==> config.mk <==
export PLATFORM = sky130hd
export DESIGN_NAME = seq_multiplier_flat
export DESIGN_NICKNAME = d
export VERILOG_FILES = /design/src/rtl/seq_multiplier_if.sv /design/src/rtl/seq_multiplier.sv /design/src/flat_wrapper.sv
export SDC_FILE = /design/constraint.sdc
export NUM_CORES = 1
export LEC_CHECK = 0
export CAP_MARGIN = 20
export CORE_AREA = 4 4 171 173
export DETAILED_ROUTE_END_ITERATION = 10
export DIE_AREA = 0 0 175 177
export PLACE_DENSITY = 0.71
export SETUP_SLACK_MARGIN = 0.2
export SYNTH_ARGS = -nofsm -noshare
export SYNTH_HDL_FRONTEND = slang
export SYNTH_SLANG_ARGS = --single-unit
==> constraint.sdc <==
create_clock -name clk -period 14.3 [get_ports clk]
set_input_delay 2.145 -clock clk [delete_from_list [all_inputs] [get_ports clk]]
set_output_delay 2.145 -clock clk [all_outputs]
set_load 0.1 [all_outputs]
==> src/rtl/seq_multiplier_if.sv <==
// Operand/handshake bundle for seq_multiplier: request side (master) and multiplier side (slave).
interface seq_multiplier_if #(
    parameter int unsigned WIDTH = 32
);
    logic                 start;
    logic                 is_signed;
    logic [0:WIDTH-1]     a;
    logic [0:WIDTH-1]     b;
    logic                 busy;
    logic                 done;
    logic [0:2*WIDTH-1]   result;

    modport master (
        output start, is_signed, a, b,
        input  busy, done, result
    );

    modport slave (
        input  start, is_signed, a, b,
        output busy, done, result
    );
endinterface

==> src/rtl/seq_multiplier.sv <==
// Iterative shift-add multiplier retiring STEP multiplier bits per RUN cycle; signed mode
// works on magnitudes and negates the product in a final SIGN cycle.
module seq_multiplier #(
    parameter int unsigned WIDTH = 32,
    parameter int unsigned STEP  = 4
) (
    input logic            clk,
    input logic            reset,
    seq_multiplier_if.slave bus
);
    localparam int unsigned N  = WIDTH / STEP;
    localparam int unsigned CW = $clog2(N + 1);
    localparam int unsigned AW = 2 * WIDTH + STEP;
    localparam int unsigned HW = WIDTH + STEP;

    typedef enum logic [1:0] {IDLE, RUN, SIGN, DONE} state_t;

    state_t             state, state_next;
    logic [WIDTH-1:0]   a_in, b_in, mag_a;
    logic [AW-1:0]      acc, acc_next;
    logic [HW-1:0]      sum;
    logic [CW-1:0]      count;
    logic               neg;
    logic [2*WIDTH-1:0] result_q;
    logic               load, last, busy, done;

    // Magnitude fits in WIDTH unsigned bits even for the most-negative input.
    function automatic logic [WIDTH-1:0] mag(input logic [WIDTH-1:0] v, input logic sgn);
        return (sgn && v[WIDTH-1]) ? -v : v;
    endfunction

    assign a_in       = bus.a;
    assign b_in       = bus.b;
    assign last       = (count == CW'(N - 1));
    assign bus.busy   = busy;
    assign bus.done   = done;
    assign bus.result = result_q;

    // Upper half accumulates; lower half holds the not-yet-consumed multiplier bits.
    assign sum      = acc[AW-1:WIDTH] + HW'(mag_a) * HW'(acc[STEP-1:0]);
    assign acc_next = {sum, acc[WIDTH-1:0]} >> STEP;

    always_ff @(posedge clk) begin
        if (!reset) state <= IDLE;
        else        state <= state_next;
    end

    always_comb begin
        state_next = state;
        load       = 1'b0;
        busy       = 1'b0;
        done       = 1'b0;
        case (state)
            IDLE: begin
                if (bus.start) begin
                    load       = 1'b1;
                    state_next = RUN;
                end
            end
            RUN: begin
                busy = 1'b1;
                if (last) state_next = SIGN;
            end
            SIGN: begin
                busy       = 1'b1;
                state_next = DONE;
            end
            DONE: begin
                done = 1'b1;
                if (bus.start) begin
                    load       = 1'b1;
                    state_next = RUN;
                end else begin
                    state_next = IDLE;
                end
            end
            default: state_next = IDLE;
        endcase
    end

    always_ff @(posedge clk) begin
        if (!reset) begin
            acc      <= '0;
            mag_a    <= '0;
            neg      <= 1'b0;
            count    <= '0;
            result_q <= '0;
        end else begin
            if (load) begin
                mag_a <= mag(a_in, bus.is_signed);
                acc   <= AW'(mag(b_in, bus.is_signed));
                neg   <= bus.is_signed & (a_in[WIDTH-1] ^ b_in[WIDTH-1]);
                count <= '0;
            end else if (state == RUN) begin
                acc   <= acc_next;
                count <= count + CW'(1);
            end
            if (state == SIGN)
                result_q <= neg ? -acc[2*WIDTH-1:0] : acc[2*WIDTH-1:0];
        end
    end
endmodule
==> src/flat_wrapper.sv <==
// flat-port wrapper written by rule: the top's interface ports become plain ports
module seq_multiplier_flat 
#(
    parameter int unsigned WIDTH = 32,
    parameter int unsigned STEP  = 4
)
  (clk, reset, bus_start, bus_is_signed, bus_a, bus_b, bus_busy, bus_done, bus_result);
  seq_multiplier_if #(.WIDTH(WIDTH)) bus_i ();
  input logic clk;
  input logic reset;
  input wire logic [$bits(bus_i.start)-1:0] bus_start;
  input wire logic [$bits(bus_i.is_signed)-1:0] bus_is_signed;
  input wire logic [$bits(bus_i.a)-1:0] bus_a;
  input wire logic [$bits(bus_i.b)-1:0] bus_b;
  output wire logic [$bits(bus_i.busy)-1:0] bus_busy;
  output wire logic [$bits(bus_i.done)-1:0] bus_done;
  output wire logic [$bits(bus_i.result)-1:0] bus_result;
  assign bus_i.start = bus_start;
  assign bus_i.is_signed = bus_is_signed;
  assign bus_i.a = bus_a;
  assign bus_i.b = bus_b;
  assign bus_busy = bus_i.busy;
  assign bus_done = bus_i.done;
  assign bus_result = bus_i.result;
  seq_multiplier #(.WIDTH(WIDTH), .STEP(STEP)) u_core (.clk(clk), .reset(reset), .bus(bus_i));
endmodule
# Yosys cells after proc, flatten, opt, wreduce, memory -nomap -nowiden
# Index checks and enable logic that the tools add are counted.
# word_totals
reg_bits	167
out_inout_bits	66
# op_classes
n_bitwise	3
addsub	5
reduce_logical	8
n_mux	13
mul	1
n_eq_ne	6
# ops
op	count
32-bit two-way mux	4
64-bit two-way mux	1
32-bit negation	2
64-bit negation	1
32-bit by 36-bit adder with 36-bit output	1
32-bit by 4-bit multiplier with 36-bit output	1
2-bit one-hot mux with 4 select lines	1
2-bit OR reduction	3
1-bit two-way mux	5
4-bit by 1-bit adder with 4-bit output, second input constant	1
2-bit equality test, second input constant	2
4-bit by 3-bit equality test with 1-bit output, second input constant	1
2-bit two-way mux	2
2-bit by 1-bit equality test with 1-bit output, second input constant	1
1-bit logical AND	2
2-bit zero test	1
2-bit by 1-bit inequality test with 1-bit output, second input constant	1
2-bit inequality test, second input constant	1
2-bit AND reduction	1
2-bit nonzero test	1
1-bit bitwise AND	1
1-bit inverter	1
1-bit bitwise XOR	1

# Depth between registers and ports, before layout
# Gate-level depths: netlist (run 1).
# logic_depth
word_depth	4
ltp_mapped	18

# Worst setup path before layout (run 1)
# No wires, ideal clock.
# synth_path
kind	reg2reg
start	reg u_core.acc[2]
end	reg u_core.acc[61]
period_less_slack_ns	4.795
setup_time_ns	0.117
required_time_ns	14.183
arrival_ns	4.678
setup_slack_ns	9.505
stages_incl_launch_ff	17
cell_sequence	dfxtp_1 > clkbuf_1 > clkbuf_1 > and2_1 > fa_1 > fa_1 > inv_1 > fa_1 > inv_1 > ha_1 > and2_1 > a221oi_1 > a21oi_1 > o211ai_1 > a2111oi_0 > or4_1 > a32o_1
# synth_between
elab_chain_cells	2
# synth_lines
element	line_no	rtl
start: declaration	seq_multiplier.sv:20	logic [AW-1:0] acc, acc_next;
start signal: assignment	seq_multiplier.sv:91	acc <= AW'(mag(b_in, bus.is_signed));
start signal: assignment	seq_multiplier.sv:95	acc <= acc_next;
32-bit by 4-bit multiplier with 36-bit output	seq_multiplier.sv:40	assign sum = acc[AW-1:WIDTH] + HW'(mag_a) * HW'(acc[STEP-1:0]);
32-bit by 36-bit adder with 36-bit output	seq_multiplier.sv:40	
# Every way passes these cells.
# A chain may end at the register's enable or synchronous reset.

# Worst setup path after layout (run 1)
# layout_path
start	reg u_core.acc[1]
end	reg u_core.acc[61]
# The elaborated chain is that of the path after synthesis.

==> results by group, run 1 <==
Die
  – Area enclosed by the die boundary: slightly above 30000 um^2
  – Chip Width: 175 um
  – Die extent in y: about 180 um
  – Core Region: 27630 um^2
  – Boundary pin count: 134
  – Starting density of the core: 0.5033
  – Site Rows: 61

Place
  – Estimated wirelength of the detail-placed design: ~32 mm
  – Placer Congestion: 1.018
  – Placed inst area: 15470 um^2
  – Total of buffers placed on input and output ports: 133

Detailed routing
  – Mean number of vias per cell: 5.830
  – DRC marker count from the first detailed-route iteration: 1309
  – DRC: 0
  – Wire length per cell: 19.26 um
  – Vias post-DR: 12523
  – Total Wirelength: 41.37 mm
  – Length of the first detailed-routing pass in iterations: 6
  – Detail Route Antenna Nets: 0

Critical path
  – Critical path startpoint: u_core.acc[1]
  – Number of cells traversed by the worst register-to-register path: 14
  – Type of origin of the critical path: flip-flop
  – Series of cell instances along the critical path: and2_1 > fa_1 > fa_1 > inv_1 > fa_1 > inv_1 > ha_1 > and2_1 > a221oi_1 > a21oi_1 > o211ai_1 > a2111oi_0 > or4_1 > a32o_1
  – Data required time at the worst endpoint: 14.62 ns
  – Worst Path Buf+Inv: 2
  – CP max FO: 34
  – Worst EP arrival: 5.72 ns
  – Critical register-to-register path startpoint: u_core.acc[1]
  – Critical Path Sink Type: flip-flop
  – Crit Path Class: flip-flop to flip-flop
  – Cell class contributing the biggest share of worst-path delay: adder cells
  – Cell repeated most along the worst path: sky130_fd_sc_hd__fa_1
  – Delay of the slowest critical-path stage: approximately 1.0 ns
  – RR Endpoint: u_core.acc[61]
  – Setup slack, reg-to-reg: 8.91 ns
  – Instance count on the critical path: 14
  – Cell at the slowest stage of the critical path: sky130_fd_sc_hd__dfxtp_1

Synthesis
  – Synth Net Count: 1896
  – Number of distinct library cell variants in the gate-level netlist after synthesis: 66
  – Mean instance size in the synthesized netlist: 8.257 um^2
  – Number of warnings printed during yosys synthesis: 0
  – Netlist area before placement: roughly 14000 um^2
  – Most used flip-flop cell after synthesis: sky130_fd_sc_hd__dfxtp_1
  – Sequential element share of the synthesized area: 0.2404
  – Synthesized netlist cell count: 1684
  – Count of flip-flops with a built-in enable after synthesis: 0
  – Async SR Flop Fraction: 0
  – Flop and latch count out of synthesis: 167

Timing
  – Total Negative Setup Slacks: 0 ns
  – Worst Hold Slack: 0.4464 ns
  – Worst-case clock skew: 0.01701 ns
  – Post-route minimum period: roughly 5.4 ns
  – Finish-stage setup viols: 0
  – Achievable frequency: approximately 0.19 GHz
  – Share of the clock period used by the worst path: 0.3771
  – Headroom to the max-slew limit: 0.1889
  – Max-slew violations: 0
  – Total count of hold-check failures in the final report: 0
  – RSZ-0062 raised after global routing: false
  – Slew @ Worst Pin: roughly 1.2 ns

Global route
  – Aggregate global routing overflow: 0
  – Initial antenna violation count: 0
  – Combined global-route utilization of all metal layers: 0.2622
  – Vias in the first global route: 11838
  – First-pass GRT wire length: 65.33 mm
  – Pin count of the biggest net entering global routing: 67

Clocking
  – Register clock-pin slew on the reported worst setup and hold paths: around 0.080 ns
  – Skew-Pair Late Insertion Delay: 0.44 ns
  – Post-CTS sizing: 0
  – Hold_buf cts: 0
  – Buffer depth of the longest clock path: 2
  – CTS tree: yes
  – Setup bufs post-CTS: 0
  – Buffer type at the clock tree root: sky130_fd_sc_hd__clkbuf_16
  – CTS H-tree depth: 4
  – TritonCTS Buffers: 17
  – CTS sink cnt: 167

Hold path
  – Depth of the worst hold-timing path: 2
  – Worst hold path type: flip-flop to flip-flop
  – Hold path startpoint: u_core.bus.result[19]
  – End point of the most critical hold path: u_core.bus.result[19]

Final layout
  – Multi-input gate area in the final layout: 9687 um^2
  – Number of nets in the finished design: between 1500 and 2000
  – Growth of design area from synthesis to finish: 16.24%
  – # fillers: 2566
  – Count of inserted antenna diode cells: 0
  – Seq. cell area: 3344 um^2
  – Proportion of layout cells with a drive suffix above 1: 0.04068
  – Final cell area excluding filler cells: 16160 um^2

Power and ir drop
  – Highest ir drop seen on vdd: 0.0002318 V
  – Leakage Power: between 7 and 8 nW
  – Power per standard cell area: approximately 170 nW/um^2
  – Final Power: 2.748 mW

Outcome
  – Run status: completed

Run
  – Max capacitance violation total: 0
## cell families after synthesis
logic type / Yosys count / share of synthesized area
AOI/OAI and AO/OA: 405 / 0.1993
xor gates and xnor gates: 132 / 0.08315
adders and majority gates: 144 / 0.1787
buffers and inverters: 237 / 0.06398
DFF: 167 / 0.2404
muxes: 39 / 0.02835
and+or+nand+nor: 560 / 0.2061
## worst min-delay path, stage by stage (launching register included)
cell and delay [ns]:
sky130_fd_sc_hd__dfxtp_1 0.31, sky130_fd_sc_hd__nand2_1 0.05, sky130_fd_sc_hd__o21ai_1 0.05
## metrics by stage
step             util  setup WS [ns]  cells
2_1_floorplan       -          9.505   1684
3_3_place_gp   0.5593          8.964   2113
3_5_place_dp   0.5599          8.847   2114
4_1_cts        0.5830          8.826   2146
5_1_grt        0.5850          8.505   2148
6_report       0.5850          8.907   2148
## how the worst max path moves through the flow
stage / endpoint / slack [ns]
after detailed placement: u_core.acc[61] / 8.85
after CTS: u_core.acc[61] / 8.83
after global routing: u_core.acc[61] / 8.50
after global placement: u_core.acc[61] / 8.96
after floorplan: u_core.acc[61] / 9.50
final: u_core.acc[61] / 8.91
## cell usage in the layout (no fill, tap or decap), types with 14 or more instances in the layout
master and n:
sky130_fd_sc_hd__nand2_1 193, sky130_fd_sc_hd__dfxtp_1 166, sky130_fd_sc_hd__inv_1 144, sky130_fd_sc_hd__clkdlybuf4s50_1 132, sky130_fd_sc_hd__and2_1 123, sky130_fd_sc_hd__o21ai_0 111
sky130_fd_sc_hd__fa_1 91, sky130_fd_sc_hd__a21oi_1 84, sky130_fd_sc_hd__nor2_1 70, sky130_fd_sc_hd__xnor2_1 67, sky130_fd_sc_hd__xor2_1 65, sky130_fd_sc_hd__o211a_1 54
sky130_fd_sc_hd__ha_1 51, sky130_fd_sc_hd__mux2i_1 36, sky130_fd_sc_hd__nor3_1 34, sky130_fd_sc_hd__nand3_1 28, sky130_fd_sc_hd__o31ai_1 22, sky130_fd_sc_hd__nand4_1 18
sky130_fd_sc_hd__nor4_1 17, sky130_fd_sc_hd__clkbuf_16 17, sky130_fd_sc_hd__o41ai_1 15, sky130_fd_sc_hd__a31oi_1 14
## layout make-up
| type | count | area share |
|---|---|---|
| well taps | 378 | 0.02926 |
| clock buffers | 17 | 0.02632 |
| clock inverters | 15 | 0.01324 |
| flip-flops and latches | 167 | 0.2069 |
| repair buffers | 147 | 0.09150 |
| multi-input cells | 1280 | 0.5993 |
| inverters | 144 | 0.03344 |
## routing by layer
metal | wire length (um) | GRT usage | vias to the layer above
met5 | 0 | 0 | -
met4 | 561 | 0.05434 | 0
met3 | 3126 | 0.03610 | 41
met2 | 18040 | 0.4003 | 484
met1 | 19640 | 0.3977 | 6028
li1 | - | - | 5970
## flip-flops by register name, summed over array words and instances (netlist names)
register	flops
u_core.acc	64
u_core.bus.result	64
u_core.mag_a	32
u_core.count	4
u_core.state	2
u_core.neg	1
## power breakdown
part / internal (mW) / switching, mW
registers: 0.578 / 0.163
logic: 0.511 / 0.995
clock network: 0.245 / 0.256
## Yosys cell counts, types with 4 or more instances
master | instances | area (um^2)
sky130_fd_sc_hd__o21ai_1 | 8 | 40.04
sky130_fd_sc_hd__or4_1 | 11 | 82.58
sky130_fd_sc_hd__o22ai_1 | 10 | 62.56
sky130_fd_sc_hd__o31ai_1 | 22 | 165.2
sky130_fd_sc_hd__xnor2_1 | 67 | 586.8
sky130_fd_sc_hd__fa_1 | 91 | 1822
sky130_fd_sc_hd__buf_1 | 9 | 33.78
sky130_fd_sc_hd__or3_1 | 13 | 81.33
sky130_fd_sc_hd__a221oi_1 | 4 | 35.03
sky130_fd_sc_hd__dfxtp_1 | 167 | 3343
sky130_fd_sc_hd__nor4_1 | 17 | 106.4
sky130_fd_sc_hd__nor3_1 | 34 | 170.2
sky130_fd_sc_hd__o41ai_1 | 15 | 131.4
sky130_fd_sc_hd__o211ai_1 | 9 | 67.56
sky130_fd_sc_hd__a21oi_1 | 84 | 420.4
sky130_fd_sc_hd__o21a_1 | 12 | 90.09
sky130_fd_sc_hd__a31oi_1 | 14 | 87.58
sky130_fd_sc_hd__nand4_1 | 18 | 112.6
sky130_fd_sc_hd__and3_1 | 10 | 62.56
sky130_fd_sc_hd__o21ai_0 | 111 | 555.5
sky130_fd_sc_hd__nor2b_1 | 8 | 50.05
sky130_fd_sc_hd__nand3b_1 | 5 | 37.54
sky130_fd_sc_hd__nand2_1 | 193 | 724.4
sky130_fd_sc_hd__or4_4 | 4 | 45.04
sky130_fd_sc_hd__a22o_1 | 4 | 35.03
sky130_fd_sc_hd__a211oi_1 | 4 | 30.03
sky130_fd_sc_hd__a21o_1 | 13 | 97.59
sky130_fd_sc_hd__o211a_1 | 54 | 540.5
sky130_fd_sc_hd__nand3_1 | 28 | 140.1
sky130_fd_sc_hd__nor2_1 | 70 | 262.8
sky130_fd_sc_hd__o311a_1 | 4 | 40.04
sky130_fd_sc_hd__and2_1 | 123 | 769.5
sky130_fd_sc_hd__a21boi_0 | 10 | 75.07
sky130_fd_sc_hd__mux2i_1 | 36 | 360.4
sky130_fd_sc_hd__xor2_1 | 65 | 569.3
sky130_fd_sc_hd__clkbuf_1 | 84 | 315.3
sky130_fd_sc_hd__inv_1 | 144 | 540.5
sky130_fd_sc_hd__nand2b_1 | 6 | 37.54
sky130_fd_sc_hd__ha_1 | 53 | 663.1
Note: power is estimated with default switching activity, not from simulation.
==> run 2, diff against run 1 <==
- clock period: 14.3 -> 5.7 ns (I/O delays scaled with it)
==> results by group, run 2 (synthesized netlist as in run 1, its figures left out) <==
Power and ir drop
  – Combinational fraction of design power: 0.540
  – Net Sw Frac: 0.5155
  – Final Power: 6.877 mW
  – Power per standard cell area: 425.8 nW/um^2
  – Sequential power share: 0.275
  – Clk network pwr share: 0.185
  – Power Internal: about 3.3 mW
  – Leakage Power: 7.028 nW
  – Net switching power figure: 3.545 mW
  – Highest ir drop seen on vdd: 0.0007866 V

Final layout
  – Number of standard cells in the layout, taps in and fillers out: 2150
  – Final cell area excluding filler cells: 16150 um^2
  – Utilization after layout: 0.5846
  – Growth of design area from synthesis to finish: 16.16%
  – Commonest non-fill, non-tap cell in the layout: sky130_fd_sc_hd__nand2_1
  – Number of nets in the finished design: 1971
  – # fillers: 2616
  – Proportion of layout cells with a drive suffix above 1: 0.04345
  – Count of inserted antenna diode cells: 0
  – Commonest cells after routing, fill and taps aside: 193 x sky130_fd_sc_hd__nand2_1, 163 x sky130_fd_sc_hd__dfxtp_1, 144 x sky130_fd_sc_hd__inv_1

Timing
  – Post-route minimum period: 5.110 ns
  – Achievable frequency: 0.1957 GHz
  – Total Negative Setup Slacks: 0 ns
  – Headroom to the max-slew limit: 0.3361
  – Finish-stage setup viols: 0
  – Share of the clock period used by the worst path: 0.8965
  – Total count of hold-check failures in the final report: 0
  – Worst Hold Slack: 0.4445 ns
  – Slew @ Worst Pin: 0.9927 ns
  – Worst-case clock skew: 0.01836 ns
  – Max-slew violations: 0
  – RSZ-0062 raised after global routing: false
  – Min setup slack post-route: ~0.59 ns

Detailed routing
  – Vias post-DR: 12279
  – Detail Route Antenna Nets: 0
  – Mean number of vias per cell: roughly 5.7
  – DRC: 0
  – Wire length per cell: 19.03 um
  – Total Wirelength: between 40 and 50 mm
  – DRC marker count from the first detailed-route iteration: 1076
  – Length of the first detailed-routing pass in iterations: 5

Critical path
  – Critical path startpoint: u_core.acc[1]
  – Setup slack, reg-to-reg: between 0.5 and 0.6 ns
  – Critical register-to-register path startpoint: u_core.acc[1]
  – Critical Path Sink Type: flip-flop
  – Crit path capture: u_core.acc[52]
  – Data required time at the worst endpoint: 6.07 ns
  – RR Endpoint: u_core.acc[52]
  – Number of cells traversed by the worst register-to-register path: 14
  – CP max FO: 23
  – Worst EP arrival: 5.48 ns
  – Crit Path Class: flip-flop to flip-flop
  – Type of origin of the critical path: flip-flop

Die
  – Site Rows: just over 60
  – Die extent in y: 177 um
  – Core Region: about 28000 um^2
  – Area enclosed by the die boundary: 30980 um^2
  – Starting density of the core: 0.5033
  – Boundary pin count: 134
  – Chip Width: 175 um

Clocking
  – Buffer type at the clock tree root: sky130_fd_sc_hd__clkbuf_16
  – CTS tree: yes
  – Register clock-pin slew on the reported worst setup and hold paths: 0.08 ns
  – CTS H-tree depth: 4
  – Hold_buf cts: 0
  – Setup bufs post-CTS: 0
  – CTS sink cnt: 167
  – TritonCTS Buffers: 17
  – Buffer depth of the longest clock path: 2
  – Skew-Pair Late Insertion Delay: approximately 0.44 ns

Place
  – Cell count after placement: 2116
  – Estimated wirelength of the detail-placed design: 31.84 mm
  – Placed inst area: 15490 um^2
  – Total of buffers placed on input and output ports: 133
  – Post-Place Setup Slack: ~0.4 ns
  – Placer Congestion: 0.9514

Global route
  – Vias in the first global route: roughly 12000
  – First-pass GRT wire length: 64.96 mm
  – Combined global-route utilization of all metal layers: 0.2620
  – Initial antenna violation count: 0
  – Pin count of the biggest net entering global routing: 70
  – Aggregate global routing overflow: 0

Outcome
  – Run status: completed

Run
  – Max capacitance violation total: 0

Hold path
  – Worst hold path type: flip-flop to flip-flop
run 2: cell types whose count changed in the layout (fill, tap and decap cells not counted):
cell	delta
sky130_fd_sc_hd__dfxtp_1	-3
sky130_fd_sc_hd__buf_4	+2
sky130_fd_sc_hd__buf_2	+1
sky130_fd_sc_hd__buf_12	+1
sky130_fd_sc_hd__dfxtp_2	+3
sky130_fd_sc_hd__buf_16	-2
run 2: power groups by stage:
stage / Clock (mW) / Combinational, mW / Sequential [mW]
global route: 1.33 / 4.05 / 1.93
CTS: 1.29 / 3.69 / 1.87
global placement: 0 / 3.63 / 1.89
floorplan: 0 / 2.25 / 2.29
detailed placement: 0 / 3.66 / 1.90
finish: 1.27 / 3.71 / 1.89
run 2: cell type report:
cell class	instances	area, um^2	share of cell area
clock buffer	17	425.4	0.02634
inverter	144	540.5	0.03347
clock inverter	15	214.0	0.01325
multi-input combinational	1280	9687	0.5997
tap	378	473.0	0.02928
timing repair buffer	149	1464	0.09063
sequential	167	3348	0.2073
run 2: worst max-delay path: stages (launching register included):
cell and delay, ns:
sky130_fd_sc_hd__dfxtp_2 0.56, sky130_fd_sc_hd__buf_4 0.25, sky130_fd_sc_hd__nand2_1 0.08, sky130_fd_sc_hd__fa_1 0.46, sky130_fd_sc_hd__fa_1 0.52, sky130_fd_sc_hd__fa_1 0.51, sky130_fd_sc_hd__inv_1 0.04, sky130_fd_sc_hd__ha_1 0.36
sky130_fd_sc_hd__o21ai_0 0.18, sky130_fd_sc_hd__o21ai_0 0.45, sky130_fd_sc_hd__nand2_1 0.18, sky130_fd_sc_hd__o211ai_1 0.63, sky130_fd_sc_hd__a21boi_0 0.30, sky130_fd_sc_hd__or4_1 0.45, sky130_fd_sc_hd__nand3_1 0.08
run 2: worst min path at each step:
stage,from,to,cells after the start
floorplan,u_core.acc[58],u_core.acc[58],2
global placement,u_core.bus.result[10],u_core.bus.result[10],2
detailed placement,u_core.bus.result[12],u_core.bus.result[12],2
CTS,u_core.bus.result[12],u_core.bus.result[12],2
global route,u_core.bus.result[18],u_core.bus.result[18],2
finish,u_core.bus.result[12],u_core.bus.result[12],2
run 2: repair_timing:
| item | CTS | global route |
|---|---|---|
| gates resized for setup | 0 | 3 |
| setup endpoints to repair | 0 | 2 |
| endpoints found under the hold margin | 0 | 0 |
run 2: per-layer routing:
| layer | wire (um) | up-vias | track usage | part of all wire |
|---|---|---|---|---|
| met1 | 19900 | 5861 | 0.3948 | 0.49 |
| met2 | 17180 | 398 | 0.3885 | 0.42 |
| met3 | 2938 | 66 | 0.04572 | 0.072 |
| met5 | 0 | - | 0 | 0 |
| li1 | - | 5954 | - | - |
| met4 | 883 | 0 | 0.06874 | 0.022 |
